### config.mk
export PLATFORM = sky130hd
export DESIGN_NAME = systolic_drain_collector
export DESIGN_NICKNAME = d
export VERILOG_FILES = /design/src/rtl/systolic_pkg.sv /design/src/rtl/drain_col_capture.sv /design/src/rtl/systolic_drain_collector.sv
export SDC_FILE = /design/constraint.sdc
export NUM_CORES = 2
export LEC_CHECK = 0
export CAP_MARGIN = 10
export CORE_ASPECT_RATIO = 2
export CORE_MARGIN = 2
export CORE_UTILIZATION = 53
export CTS_CLUSTER_SIZE = 16
export DETAILED_ROUTE_END_ITERATION = 6
export PLACE_DENSITY_LB_ADDON = 0.15
export SLEW_MARGIN = 20
export SYNTH_ARGS = -nofsm -noshare
export SYNTH_HDL_FRONTEND = slang
export SYNTH_SLANG_ARGS = --single-unit
### constraint.sdc
create_clock -name clk -period 3.1 [get_ports clk]
set_input_delay 0.62 -clock clk [delete_from_list [all_inputs] [get_ports clk]]
set_output_delay 0.62 -clock clk [all_outputs]
set_load 0.01 [all_outputs]
### src/rtl/systolic_pkg.sv
// Shared definitions for the systolic array result path.
//   N_DEF / D_W_ACC_DEF : default array dimension and accumulator word width
//   CNT_W / IDX_W       : lane counter and tile output index widths for the defaults
//   collector_state_e   : drain collector FSM state
package systolic_pkg;

    localparam int N_DEF       = 4;
    localparam int D_W_ACC_DEF = 64;
    localparam int CNT_W       = $clog2(N_DEF + 1);
    localparam int IDX_W       = $clog2(N_DEF * N_DEF);

    typedef enum logic {
        COLLECT = 1'b0,
        DRAIN   = 1'b1
    } collector_state_e;

endpackage

### src/rtl/drain_col_capture.sv
// One column lane of the drain collector.
// Tracks how many result words have arrived on the lane and produces the
// tile write strobe and row address for the next word. Chain order is fixed:
// the k-th word on a lane belongs to row N-1-k.
// Ports:
//   clk, rst     : clock, synchronous active-high reset
//   collect_i    : collector is in COLLECT (words may be stored)
//   clear_i      : tile finished; return the counter to zero
//   valid_i      : lane word valid
//   we_o         : store the lane word this cycle
//   row_o        : tile row for the word being stored
//   full_nxt_o   : lane will hold N words after this clock edge
//   ovf_o        : lane word dropped this cycle (lane full or not collecting)
module drain_col_capture #(
    parameter int N     = 4,
    parameter int CNT_W = $clog2(N + 1),
    parameter int ROW_W = $clog2(N)
) (
    input  logic             clk,
    input  logic             rst,
    input  logic             collect_i,
    input  logic             clear_i,
    input  logic             valid_i,
    output logic             we_o,
    output logic [ROW_W-1:0] row_o,
    output logic             full_nxt_o,
    output logic             ovf_o
);

    logic [CNT_W-1:0] cnt_q;
    logic [CNT_W-1:0] cnt_d;
    logic             full;

    assign full  = (cnt_q == CNT_W'(N));
    assign we_o  = collect_i & valid_i & ~full;
    // Any valid word that is not stored is lost.
    assign ovf_o = valid_i & ~we_o;
    // Only meaningful while cnt_q < N, so the truncation is lossless there.
    assign row_o = ROW_W'(N - 1) - ROW_W'(cnt_q);

    always_comb begin
        cnt_d = cnt_q;
        if (clear_i) begin
            cnt_d = '0;
        end else if (we_o) begin
            cnt_d = cnt_q + 1'b1;
        end
    end

    assign full_nxt_o = (cnt_d == CNT_W'(N));

    always_ff @(posedge clk) begin
        if (rst) begin
            cnt_q <= '0;
        end else begin
            cnt_q <= cnt_d;
        end
    end

endmodule

### src/rtl/systolic_drain_collector.sv
// Receiving end of the PE result shift chain. Collects N words per column,
// places them in an NxN tile (row-major), then streams the tile out.
// Ports:
//   clk, rst      : clock, synchronous active-high reset
//   col_valid     : per-column word valid (bit c = column c)
//   col_data      : per-column word, column c at [c*D_W_ACC +: D_W_ACC]
//   m_valid/m_ready/m_data/m_last : output stream
//   busy          : high while draining
//   err_overflow  : sticky, a result word was dropped; cleared only by rst
//   dbg_state_o   : current FSM state
// Output handshake: a word transfers on a cycle where m_valid & m_ready are
// both high. While m_valid is high and m_ready is low, m_valid, m_data and
// m_last are held unchanged. m_valid never drops without a transfer.
module systolic_drain_collector
    import systolic_pkg::*;
#(
    parameter int N       = N_DEF,
    parameter int D_W_ACC = D_W_ACC_DEF
) (
    input  logic                 clk,
    input  logic                 rst,
    input  logic [N-1:0]         col_valid,
    input  logic [N*D_W_ACC-1:0] col_data,
    output logic                 m_valid,
    input  logic                 m_ready,
    output logic [D_W_ACC-1:0]   m_data,
    output logic                 m_last,
    output logic                 busy,
    output logic                 err_overflow,
    output collector_state_e     dbg_state_o
);

    localparam int ROW_W    = $clog2(N);
    localparam int IDX_BITS = $clog2(N * N);

    collector_state_e      state_q;
    logic [IDX_BITS-1:0]   idx_q;
    logic                  m_valid_q;
    logic [D_W_ACC-1:0]    m_data_q;
    logic                  m_last_q;
    logic                  err_q;

    logic [D_W_ACC-1:0]    tile_q [N*N];
    logic [D_W_ACC-1:0]    tile_d [N*N];

    logic [N-1:0]          lane_we;
    logic [N-1:0]          lane_full_nxt;
    logic [N-1:0]          lane_ovf;
    logic [ROW_W-1:0]      lane_row [N];

    logic                  collect;
    logic                  handshake;
    logic                  final_hs;
    logic [IDX_BITS-1:0]   idx_nxt;
    logic [IDX_BITS-1:0]   rd_sel;
    logic [D_W_ACC-1:0]    rd_data;

    assign collect   = (state_q == COLLECT);
    assign handshake = m_valid_q & m_ready;
    assign final_hs  = (state_q == DRAIN) & handshake & (idx_q == IDX_BITS'(N * N - 1));
    assign idx_nxt   = idx_q + 1'b1;

    for (genvar c = 0; c < N; c++) begin : g_lane
        drain_col_capture #(
            .N (N)
        ) u_cap (
            .clk        (clk),
            .rst        (rst),
            .collect_i  (collect),
            .clear_i    (final_hs),
            .valid_i    (col_valid[c]),
            .we_o       (lane_we[c]),
            .row_o      (lane_row[c]),
            .full_nxt_o (lane_full_nxt[c]),
            .ovf_o      (lane_ovf[c])
        );
    end

    // Tile next-state: one write port per column.
    always_comb begin
        tile_d = tile_q;
        for (int c = 0; c < N; c++) begin
            if (lane_we[c]) begin
                tile_d[int'(lane_row[c]) * N + c] = col_data[c*D_W_ACC +: D_W_ACC];
            end
        end
    end

    // Reading from tile_d lets the first output word be loaded on the same
    // edge that stores the last captured word.
    assign rd_sel  = collect ? '0 : idx_nxt;
    assign rd_data = tile_d[rd_sel];

    always_ff @(posedge clk) begin
        tile_q <= tile_d;
    end

    always_ff @(posedge clk) begin
        if (rst) begin
            state_q   <= COLLECT;
            idx_q     <= '0;
            m_valid_q <= 1'b0;
            m_data_q  <= '0;
            m_last_q  <= 1'b0;
            err_q     <= 1'b0;
        end else begin
            if (|lane_ovf) begin
                err_q <= 1'b1;
            end
            case (state_q)
                COLLECT: begin
                    if (&lane_full_nxt) begin
                        state_q   <= DRAIN;
                        idx_q     <= '0;
                        m_valid_q <= 1'b1;
                        m_data_q  <= rd_data;
                        m_last_q  <= 1'b0;
                    end
                end
                DRAIN: begin
                    if (handshake) begin
                        if (final_hs) begin
                            state_q   <= COLLECT;
                            idx_q     <= '0;
                            m_valid_q <= 1'b0;
                            m_last_q  <= 1'b0;
                        end else begin
                            idx_q    <= idx_nxt;
                            m_data_q <= rd_data;
                            m_last_q <= (idx_nxt == IDX_BITS'(N * N - 1));
                        end
                    end
                end
                default: begin
                    state_q <= COLLECT;
                end
            endcase
        end
    end

    assign m_valid      = m_valid_q;
    assign m_data       = m_data_q;
    assign m_last       = m_last_q;
    assign busy         = (state_q == DRAIN);
    assign err_overflow = err_q;
    assign dbg_state_o  = state_q;

endmodule

==> flow_metrics.py <==
metrics = {
    "run_status": {
        "status": "finished, final reports clean",
    },
    "critical_path": {
        "critPathCaptureType": "flop",
        "crit_path_frequent_cell": "buf_4",
        "cp.required_ns": 3.76,
        "cp_slowest_cell": "or3_1",
        "cp_max_fo": 27,
        "start_kind": "flop",
        "crit_chain": "buf_4 -> ha_1 -> xor2_1 -> nand2_4 -> buf_12 -> buf_4 -> or3_1 -> a31oi_4 -> a211o_1 -> o221a_2",
        "max_stage_delay_ns": 0.42,
        "arrival_ns": 3.71,
        "worstSetupPathType": "flop to flop",
    },
    "routing": {
        "drt_wl_total_um": 181900,
        "drt_pass1_iterations": 6,
        "wl_per_cell_um": 28.20,
        "num_vias": 39591,
        "ant_nets": 0,
        "drtIter0Drc": 4324,
        "via_per_inst": 6.138,
        "remaining_drc_errors": 0,
    },
    "global_routing": {
        "gr-total-overflow": 0,
        "grt_antenna_before_repair": 3,
        "grt_pass1_vias": 38274,
        "grt_use_met1_pct": 51.08,
        "track_usage_pct": 39.98,
        "grt_max_degree": 98,
        "busiest_layer": "met2",
        "grt_pass1_wl_um": 258500,
        "use_met2_pct": 62.52,
        "grtUsageMet3_pct": 7.466,
    },
    "pwr": {
        "p_leak_nw": 24.78,
        "finalPower_w": 0.04171,
        "ir_worst_vdd_mv": 0.6936,
        "power_density_nw_per_um2": 720.4,
    },
    "yosys": {
        "avgSynthCellArea_um2": 10.09,
        "synthMuxAreaShare_pct": 22.82,
        "synth_xor_area_share_pct": 0.1146,
        "syn_inst": 4544,
        "async_reset_ff_share_pct": 0,
        "synth_area_leaders": "dfxtp_1 48%, mux2_2 18%, nand2_1 8.1%, mux2i_1 4.1%, buf_2 1.8%",
        "synth_adder_area_share_pct": 0.4910,
        "synth_edf_count": 0,
        "yosys_register_bits": 1108,
        "syn_nets": 4825,
        "yosysTopAreaCellShare_pct": 48.36,
        "yosys.area.top_type": "dfxtp_1",
        "synth.cell_area_um2": 45870,
        "yosys.area_share.simple_pct": 12.84,
        "synth_compound_gate_area_share_pct": 11.74,
        "yosys_warnings": 0,
        "synth_cell_types": 96,
        "synth_top_family_by_area": "multiplexers",
        "synth_top_flop_cell": "dfxtp_1",
        "ys_seq_area_share_pct": 48.36,
    },
    "cts": {
        "htree_levels": 3,
        "clock_tree.root_cell": "clkbuf_16",
        "cts_tree": "built",
        "clk_pin_slew_worst_paths_ns": 0.07,
        "cts_buffers": 94,
        "clock_sinks": 1108,
        "postCtsHoldBufs": 0,
        "insertion_delay_ns": 0.73,
        "cts_buffer_depth": 3,
    },
    "sta": {
        "rsz0062_at_grt": "no",
        "setup_viol": 0,
        "drv_slew": 0,
        "finalClockSkew_ns": 0.01911,
        "tightestPinTransition_ns": 1.071,
        "period_minus_slack_ns": 3.045,
        "fmax_ghz": 0.3284,
        "hold-worst-slack_ns": 0.4328,
        "fin_crit_sh_pct": 98.22,
        "hold_violations": 0,
        "relSlewSlack_pct": 28.63,
    },
    "floorplanning": {
        "fp-row-count": 152,
        "die_area_um2": 89060,
        "start_util_pct": 53.48,
        "die_w_um": 212.0,
        "ios": 332,
        "core_um2": 85770,
        "die_height_um": 420.0,
    },
    "layout": {
        "nets": 5494,
        "layout-drive-gt1-share_pct": 29.47,
        "syn2layout_area_growth_pct": 26.22,
        "final_cells": 6450,
        "post-route-util_pct": 67.50,
        "mostFrequentLayoutCell": "dfxtp_1",
        "final_cell_mix": "1105 x dfxtp_1, 990 x nand2_1, 728 x mux2_2, 483 x buf_4, 330 x clkdlybuf4s50_1",
    },
    "place": {
        "portBuffers": 331,
        "dp_hpwl_um": 134400,
        "gp_congestion": 0.9801,
        "dp.cells": 6266,
    },
    "worst_hold_path": {
        "holdCritPathClass": "flop to flop",
    },
    "job": {
        "max_cap_viol_count": 0,
    },
}
## cell families (layout without fill, tap and decap cells)
group           count (synthesis)  count (layout)
flops                        1108            1108
mux                           938             938
other cells                     0               4
buf+inv                       359            1106
xor+xnor                        6               6
compound gates                736             736
fa+ha+maj                      18              18
simple gates                 1379            1379
## state kept, by name (all words and copies together), names as in the netlist
name                count
busy                    1
err_overflow            1
g_lane.u_cap.cnt_q     12
idx_q                   4
m_data                 64
m_last                  1
m_valid                 1
tile_q               1024
## cell usage after synthesis (all sizes together), types with 32 or more instances
master and count:
mux2i 192, o211ai 55, dfxtp 1108, mux2 734, clkbuf 96, inv 35, a211oi 37, buf 228
a21oi 123, nor3 36, a311oi 44, nand3 45, nor2 144, o221ai 32, nand2 995, o21ai 77
o22ai 50
## report_power, final
part,total [W],switching (W),leakage (nW),internal [W]
clock,0.0126,0.00575,1.58,0.00685
combinational,0.00934,0.00454,13.9,0.00480
sequential,0.0198,0.00128,9.27,0.0185
total,0.0417,0.0116,24.8,0.0301
## per-layer routing
layer | part of all wire, % | up-vias
met3 | 9.7 | 539
li1 | - | 17439
met1 | 39 | 19251
met2 | 45 | 2358
met5 | 0.013 | -
met4 | 6.4 | 4
## final cells by class
class / count / area (µm²)
Fill cell: 6819 / 27870
Multi-Input combinational cell: 3077 / 22320
Sequential cell: 1108 / 22190
Timing Repair Buffer: 897 / 8587
Clock buffer: 134 / 2724
Tap cell: 1155 / 1445
Clock inverter: 40 / 488.0
Inverter: 35 / 133.9
Antenna cell: 4 / 10.01
## what timing repair did
| item | CTS | global route |
|---|---|---|
| cloned | 0 | 0 |
| gates resized for setup | 7 | 12 |
| setup endpoints to repair | 5 | 42 |
| setup buffers | 0 | 6 |
| pin swaps | 0 | 2 |
## per-stage QoR
step | worst slack (ns) | setup TNS (ns) | cell area, µm²
final | 0.05528 | 0 | 57900
after global routing | 0.0002094 | 0 | 57890
after CTS | 0.002416 | 0 | 57780
after detailed placement | -0.6765 | -26.41 | 54530
after global placement | -1.037 | -23.82 | 54530
after floorplan | 0.05122 | 0 | 45870
## worst max-delay path: cells and delay by family (launching register included)
kind,cells,cell delay [ns]
adder cells (fa/ha/maj),1,0.28
buffers and inverters,3,0.63
flip-flops,1,0.40
AND/OR/NAND/NOR,2,0.64
AO/OA/AOI/OAI,3,0.73
XOR/XNOR,1,0.30
## worst paths after layout
| kind | from | to | cells past startpoint | slack [ns] |
|---|---|---|---|---|
| max | idx_q[0] | m_data[10] | 10 | 0.06 |
| min | tile_q[949] | tile_q[949] | 2 | 0.43 |
| max reg2reg | idx_q[0] | m_data[10] | 10 | 0.06 |
| min reg2reg | tile_q[949] | tile_q[949] | 2 | 0.43 |
No activity file was read; power rests on OpenSTA's default activity.
